===== config.mk =====
export PLATFORM = sky130hd
export DESIGN_NAME = regfile_mp_flat
export DESIGN_NICKNAME = d
export VERILOG_FILES = /design/src/rtl/regfile_mp_pkg.sv /design/src/rtl/regfile_mp_if.sv /design/src/rtl/regfile_mp_bypass_sel.sv /design/src/rtl/regfile_mp.sv /design/src/flat_wrapper.sv
export SDC_FILE = /design/constraint.sdc
export NUM_CORES = 2
export LEC_CHECK = 0
export CORE_UTILIZATION = 45
export DETAILED_ROUTE_END_ITERATION = 16
export SLEW_MARGIN = 30
export SYNTH_ARGS = -nofsm -noshare
export SYNTH_HDL_FRONTEND = slang
export SYNTH_HIERARCHICAL = 1
export SYNTH_SLANG_ARGS = --single-unit

===== constraint.sdc =====
create_clock -name clk -period 4.66 [get_ports clk]
set_clock_uncertainty 0.1 [all_clocks]
set_input_delay 0.932 -clock clk [delete_from_list [all_inputs] [get_ports clk]]
set_output_delay 0.932 -clock clk [all_outputs]
set_load 0.005 [all_outputs]

===== src/rtl/regfile_mp_pkg.sv =====
// Shared definitions for the multi-port register file: default geometry,
// FSM state encodings and the all-zero word.
package regfile_mp_pkg;

  localparam int DEF_DATA_W = 32;
  localparam int DEF_ADDR_W = 5;

  localparam logic [DEF_DATA_W-1:0] ZERO_WORD = '0;

  typedef enum logic {
    ST_CLEAR = 1'b0,
    ST_RUN   = 1'b1
  } state_t;

endpackage


===== src/rtl/regfile_mp_if.sv =====
// Bus between issue/writeback (master) and the register file (slave).
interface regfile_mp_if
  import regfile_mp_pkg::*;
#(
  parameter int DATA_W = DEF_DATA_W,
  parameter int ADDR_W = DEF_ADDR_W,
  parameter int NREAD  = 2,
  parameter int NWRITE = 2
) ();

  logic [NWRITE-1:0]        we;
  logic [NWRITE*ADDR_W-1:0] waddr;
  logic [NWRITE*DATA_W-1:0] wdata;
  logic [NREAD-1:0]         re;
  logic [NREAD*ADDR_W-1:0]  raddr;
  logic [NREAD*DATA_W-1:0]  rdata;
  logic [NREAD-1:0]         rbusy;
  logic                     bset;
  logic [ADDR_W-1:0]        bset_addr;
  logic                     clr_req;
  logic                     init_done;

  modport master (
    output we, waddr, wdata, re, raddr, bset, bset_addr, clr_req,
    input  rdata, rbusy, init_done
  );

  modport slave (
    input  we, waddr, wdata, re, raddr, bset, bset_addr, clr_req,
    output rdata, rbusy, init_done
  );

endinterface


===== src/rtl/regfile_mp_bypass_sel.sv =====
// Priority mux for one read port: finds the highest-index write port
// targeting the read address this cycle and forwards its data.
module regfile_bypass_sel
  import regfile_mp_pkg::*;
#(
  parameter int DATA_W = DEF_DATA_W,
  parameter int ADDR_W = DEF_ADDR_W,
  parameter int NWRITE = 2
) (
  input  logic [NWRITE-1:0]        we,
  input  logic [NWRITE*ADDR_W-1:0] waddr,
  input  logic [NWRITE*DATA_W-1:0] wdata,
  input  logic [ADDR_W-1:0]        raddr,
  output logic                     hit,
  output logic [DATA_W-1:0]        data
);

  // Ascending scan so a later (higher-index) match overrides earlier ones.
  always_comb begin
    hit  = 1'b0;
    data = '0;
    for (int i = 0; i < NWRITE; i++) begin
      if (we[i] && (waddr[i*ADDR_W +: ADDR_W] == raddr)) begin
        hit  = 1'b1;
        data = wdata[i*DATA_W +: DATA_W];
      end
    end
  end

endmodule


===== src/rtl/regfile_mp.sv =====
// Multi-port register file with same-cycle write bypass, a busy scoreboard
// for issue, and a sequencer that sweeps storage to zero after reset/clear.
module regfile_mp
  import regfile_mp_pkg::*;
#(
  parameter int DATA_W   = DEF_DATA_W,
  parameter int ADDR_W   = DEF_ADDR_W,
  parameter int NREAD    = 2,
  parameter int NWRITE   = 2,
  parameter int ZERO_REG = 1
) (
  input  logic          clk,
  input  logic          rst_n,
  regfile_mp_if.slave   rf
);

  localparam int DEPTH = 2 ** ADDR_W;
  localparam bit ZR    = (ZERO_REG != 0);
  localparam logic [ADDR_W-1:0] LAST_ADDR = ADDR_W'(DEPTH - 1);

  state_t              state_q, state_d;
  logic [ADDR_W-1:0]   ptr;
  logic [DATA_W-1:0]   regs [DEPTH];
  logic [DEPTH-1:0]    busy;
  logic                run;
  logic [NREAD-1:0]    hit;
  logic [DATA_W-1:0]   byp_data [NREAD];

  assign run          = (state_q == ST_RUN);
  assign rf.init_done = run;

  always_ff @(posedge clk or negedge rst_n) begin
    if (!rst_n) state_q <= ST_CLEAR;
    else        state_q <= state_d;
  end

  always_comb begin
    state_d = state_q;
    case (state_q)
      ST_CLEAR: if (ptr == LAST_ADDR) state_d = ST_RUN;
      ST_RUN:   if (rf.clr_req)       state_d = ST_CLEAR;
      default:  state_d = ST_CLEAR;
    endcase
  end

  // The sweep pointer wraps from DEPTH-1 back to 0, so it is already
  // at zero whenever a clear request restarts the sweep.
  always_ff @(posedge clk or negedge rst_n) begin
    if (!rst_n)                ptr <= '0;
    else if (state_q == ST_CLEAR) ptr <= ptr + 1'b1;
    else if (rf.clr_req)       ptr <= '0;
  end

  always_ff @(posedge clk) begin
    if (state_q == ST_CLEAR) begin
      regs[ptr] <= '0;
    end else begin
      for (int i = 0; i < NWRITE; i++) begin
        if (rf.we[i] && !(ZR && rf.waddr[i*ADDR_W +: ADDR_W] == '0))
          regs[rf.waddr[i*ADDR_W +: ADDR_W]] <= rf.wdata[i*DATA_W +: DATA_W];
      end
    end
  end

  // Writeback clears are applied first so a same-cycle bset wins.
  always_ff @(posedge clk or negedge rst_n) begin
    if (!rst_n) begin
      busy <= '0;
    end else if (state_q == ST_CLEAR || rf.clr_req) begin
      busy <= '0;
    end else begin
      for (int i = 0; i < NWRITE; i++) begin
        if (rf.we[i]) busy[rf.waddr[i*ADDR_W +: ADDR_W]] <= 1'b0;
      end
      if (rf.bset && !(ZR && rf.bset_addr == '0))
        busy[rf.bset_addr] <= 1'b1;
    end
  end

  for (genvar j = 0; j < NREAD; j++) begin : g_byp
    regfile_bypass_sel #(
      .DATA_W (DATA_W),
      .ADDR_W (ADDR_W),
      .NWRITE (NWRITE)
    ) u_sel (
      .we    (rf.we),
      .waddr (rf.waddr),
      .wdata (rf.wdata),
      .raddr (rf.raddr[j*ADDR_W +: ADDR_W]),
      .hit   (hit[j]),
      .data  (byp_data[j])
    );
  end

  always_comb begin
    logic [ADDR_W-1:0] ra;
    ra       = '0;
    rf.rdata = '0;
    rf.rbusy = '0;
    if (run) begin
      for (int j = 0; j < NREAD; j++) begin
        ra = rf.raddr[j*ADDR_W +: ADDR_W];
        if (rf.re[j] && !(ZR && ra == '0)) begin
          rf.rdata[j*DATA_W +: DATA_W] = hit[j] ? byp_data[j] : regs[ra];
          rf.rbusy[j] = busy[ra] & ~hit[j];
        end
      end
    end
  end

endmodule


===== src/flat_wrapper.sv =====
// flat-port wrapper written by rule: the top's interface ports become plain ports
module regfile_mp_flat import regfile_mp_pkg::*;
#(
  parameter int DATA_W   = DEF_DATA_W,
  parameter int ADDR_W   = DEF_ADDR_W,
  parameter int NREAD    = 2,
  parameter int NWRITE   = 2,
  parameter int ZERO_REG = 1
)
  (clk, rst_n, rf_we, rf_waddr, rf_wdata, rf_re, rf_raddr, rf_bset, rf_bset_addr, rf_clr_req, rf_rdata, rf_rbusy, rf_init_done);
  regfile_mp_if #(.DATA_W(DATA_W), .ADDR_W(ADDR_W), .NREAD(NREAD), .NWRITE(NWRITE)) rf_i ();
  input  logic clk;
  input  logic rst_n;
  input wire logic [$bits(rf_i.we)-1:0] rf_we;
  input wire logic [$bits(rf_i.waddr)-1:0] rf_waddr;
  input wire logic [$bits(rf_i.wdata)-1:0] rf_wdata;
  input wire logic [$bits(rf_i.re)-1:0] rf_re;
  input wire logic [$bits(rf_i.raddr)-1:0] rf_raddr;
  input wire logic [$bits(rf_i.bset)-1:0] rf_bset;
  input wire logic [$bits(rf_i.bset_addr)-1:0] rf_bset_addr;
  input wire logic [$bits(rf_i.clr_req)-1:0] rf_clr_req;
  output wire logic [$bits(rf_i.rdata)-1:0] rf_rdata;
  output wire logic [$bits(rf_i.rbusy)-1:0] rf_rbusy;
  output wire logic [$bits(rf_i.init_done)-1:0] rf_init_done;
  assign rf_i.we = rf_we;
  assign rf_i.waddr = rf_waddr;
  assign rf_i.wdata = rf_wdata;
  assign rf_i.re = rf_re;
  assign rf_i.raddr = rf_raddr;
  assign rf_i.bset = rf_bset;
  assign rf_i.bset_addr = rf_bset_addr;
  assign rf_i.clr_req = rf_clr_req;
  assign rf_rdata = rf_i.rdata;
  assign rf_rbusy = rf_i.rbusy;
  assign rf_init_done = rf_i.init_done;
  regfile_mp #(.DATA_W(DATA_W), .ADDR_W(ADDR_W), .NREAD(NREAD), .NWRITE(NWRITE), .ZERO_REG(ZERO_REG)) u_core (.clk(clk), .rst_n(rst_n), .rf(rf_i));
endmodule

==> summary.txt <==
Status
  • Status: finished clean

STA
  • Total Negative Setup Slacks: 0 ns
  • Final cycle utilization of the critical path: between 90 and 100%
  • Fmax: around 0.22 GHz
  • Min Tclk post-route: ~4.6 ns
  • Pins Over Slew Limit: 0
  • # setup viols final: 0
  • Max_slew headroom: 35.7%
  • Final hold vios: 0
  • Worst Tran Pin Value: 0.964 ns
  • Unrepaired setup endpoints after global routing: yes

Cells and area
  • Layout area overhead: 16.6%
  • Layout cells sized above 1: about a third
  • Most frequent cells in the layout: 1,024 x edfxtp_1, 789 x nand2_1, 706 x o21ai_0, 484 x mux4_2, 400 x mux2_2
  • Nets: between 5,000 and 6,000
  • Layout Utilization: between 50 and 60%
  • Final antenna diode count: 0
  • Commonest non-fill, non-tap cell in the layout: edfxtp_1
  • Fillers: 11,700

Clocking
  • CTS tree: built
  • CTS Buf Count: approximately 120
  • H-tree levels: 3
  • CTS Sinks: 1,062
  • CTS root buf: clkbuf_16
  • Clock-pin slew on the worst setup and hold paths: 0.06 ns
  • Hold-fix buffers at CTS: 0
  • Clk_lat worst skew: 0.74 ns
  • CTS max path bufs: 3

Floorplan
  • Starting Density: 45.6%
  • Ports: about 160
  • Die Width: roughly 380 um
  • Die H: between 300 and 400 um
  • Row count: roughly 140
  • Core area: between 100,000 and 150,000 um^2
  • Die ar.: ~140,000 um^2

Detailed routing
  • ANT nets after route: 0
  • Drt first-iter violations: around 7,600
  • Total vias in the final route: ~49,000
  • DRT Wirelength: approximately 260,000 um
  • Number of vias per cell: 6.85
  • Routed len/inst: 36.1 um
  • DRC: 0
  • TritonRoute pass-1 iters: 6

Yosys
  • Synth Area in Simple Gates: 7.06%
  • Cell variety after synth: 64
  • YS warnings: 6
  • Number of synthesized flops with an enable pin: 1,024
  • Sequential area share after synthesis: 49.6%
  • XOR/XNOR Fraction of Synth Area: 0.301%
  • Multiplexer share of the synthesized area: 28.3%
  • Post-Synthesis Cells: 5,049
  • Net count after synthesis: around 5,100
  • #FFs+latches synth: roughly 1,100
  • Post-synth ARST share: under 10%
  • Post-Synth Adder-Cell Area: 0.0391%
  • Synth Area in Compound Gates: between 10% and 20%
  • Ys flop type: edfxtp_1
  • Mapped Area: about 64,000 um^2
  • Largest family of logic cells by synthesized area: multiplexers
  • Syn avg cell area: 12.7 um^2

Worst setup path
  • Crit end category: primary output
  • Worst setup path startpoint: rf_waddr[5]
  • Flop-to-flop setup slack: 1.31 ns
  • Slowest stage delay, CP: roughly 0.44 ns
  • Setup CP Type: in -> out
  • Slowest CP cell: clkdlybuf4s50_1
  • Crit-path cells: clkdlybuf4s50_1 -> xnor2_1 -> and3_4 -> a21o_1 -> nand3b_1 -> buf_6 -> nor2_2 -> o21ai_4 -> buf_12 -> buf_4 -> o211a_1 -> o21ai_2 -> dlygate4sd2_1
  • FF-to-FF path depth: 9
  • WP data required: 3.63 ns
  • Beginning of the worst register-to-register path: u_core/rf.init_done
  • CP Max Fanout: 9
  • CP startpoint kind: input port
  • Crit path DAT: 3.59 ns
  • Worst r2r dst: u_core/regs[28][24]

Power
  • PwrDens: around 370 nW/um^2
  • Peak VDD IR: roughly 0.28 mV
  • Sw frac: between 20 and 30%
  • Int Power: approximately 19 mW
  • Clock Power Share: 33.8%
  • Flop pwr share: around 44%
  • P_sw: 8.27 mW
  • LEAKAGE: roughly 27 nW
  • Gate power share: a little over a fifth

Run
  • Maximum capacitance violations: 0

Global routing
  • Largest net degree at the start of global routing: ~110
  • Initial antenna violation count: 6
  • GRT Total Usage: between 30 and 40%
  • Vias in the first global route: roughly 47,000
  • Total global routing overflow: 0
  • First-pass GRT wire length: between 300,000 and 400,000 um

Place
  • GPL Wtd Cong: between 0.8 and 0.9
  • I/O Buffers: 163
  • Placed wire-length estimate: 156,000 um

Min path
  • Worst Hold Class: in -> async
## metal layers
layer | vias to the layer above | GRT usage, % | wire, um
met4 | 4 | 19.6 | 16400
met5 | - | 0 | 25
li1 | 19700 | - | -
met1 | 24500 | 47.3 | 93500
met2 | 3843 | 53.5 | 114000
met3 | 819 | 9.41 | 33900
## cell usage after synthesis, drive strengths merged (22+ instances only)
library cell	count	area [um^2]
edfxtp	1024	30700
nand2	800	3020
o21ai	772	3860
mux4	492	11100
mux2	458	5380
clkbuf	388	1460
buf	221	1370
mux2i	160	1600
a22oi	150	1130
nor2	124	478
o22ai	77	482
and3	76	475
dfrtp	38	951
inv	38	143
o211a	32	320
a21oi	28	144
a31oi	22	138
## stage by stage
step	cell area, um^2	instances	hold WS [ns]	setup WS [ns]	total power, mW
global route	74600	7141	0.0754	-0.0165	28.1
detailed placement	70400	6901	0.424	-0.999	18.2
global placement	70300	6901	0.421	-1.06	18.1
finish	74600	7141	0.0486	0.0388	27.6
CTS	74400	7128	0.188	-0.0697	27.4
floorplan	64000	5049	0.385	-0.328	15.1
## power groups by stage
stage	logic [mW]	registers (mW)	clock network (mW)
5_1_grt	6.15	12.3	9.69
2_1_floorplan	2.91	12.2	0
3_3_place_gp	5.79	12.3	0
3_5_place_dp	5.84	12.4	0
4_1_cts	5.88	12.2	9.37
6_report	6.06	12.2	9.33
## critical path, delay by kind of cell
| family | cells | cell delay (ns) |
|---|---|---|
| AOI/OAI and AO/OA | 4 | 0.77 |
| and+or+nand+nor | 3 | 0.50 |
| buffers and inverters | 5 | 1.23 |
| xor gates and xnor gates | 1 | 0.14 |
## area by class of cell
| type | count | area [um^2] | share of cell area (%) |
|---|---|---|---|
| Sequential cell | 1062 | 31700 | 42.5 |
| Multi-Input combinational cell | 3340 | 30300 | 40.6 |
| Timing Repair Buffer | 615 | 6390 | 8.57 |
| Clock buffer | 146 | 3110 | 4.17 |
| Tap cell | 1876 | 2350 | 3.15 |
| Clock inverter | 64 | 626 | 0.838 |
| Inverter | 38 | 144 | 0.193 |
## kinds of logic after synthesis
| kind of cell | count (synthesis) |
|---|---|
| compound gates | 1130 |
| flops | 1062 |
| fa+ha+maj | 2 |
| simple gates | 1076 |
| mux | 1110 |
| xor+xnor | 22 |
| buf+inv | 647 |
## timing repair
action,in CTS,in global routing
setup endpoints to repair,65,40
cloned,1,0
setup buffers,19,13
gates resized for setup,222,27
pin swaps,39,18
## registers in the layout, summed over array words and instances (netlist names)
register / count
u_core/regs: 1024
u_core/busy: 32
u_core/ptr: 5
u_core/rf.init_done: 1
## how the worst max path moves through the flow
stage / endpoint / slack, ns / cells after the start
2_1_floorplan: u_core/regs[8][0] / -0.33 / 8
3_3_place_gp: rf_rdata[43] / -1.06 / 14
3_5_place_dp: rf_rdata[43] / -1.0 / 14
4_1_cts: rf_rdata[2] / -0.07 / 14
6_report: rf_rdata[7] / 0.04 / 13
5_1_grt: rf_rdata[7] / -0.02 / 13
(Power assumes the default switching activity.)
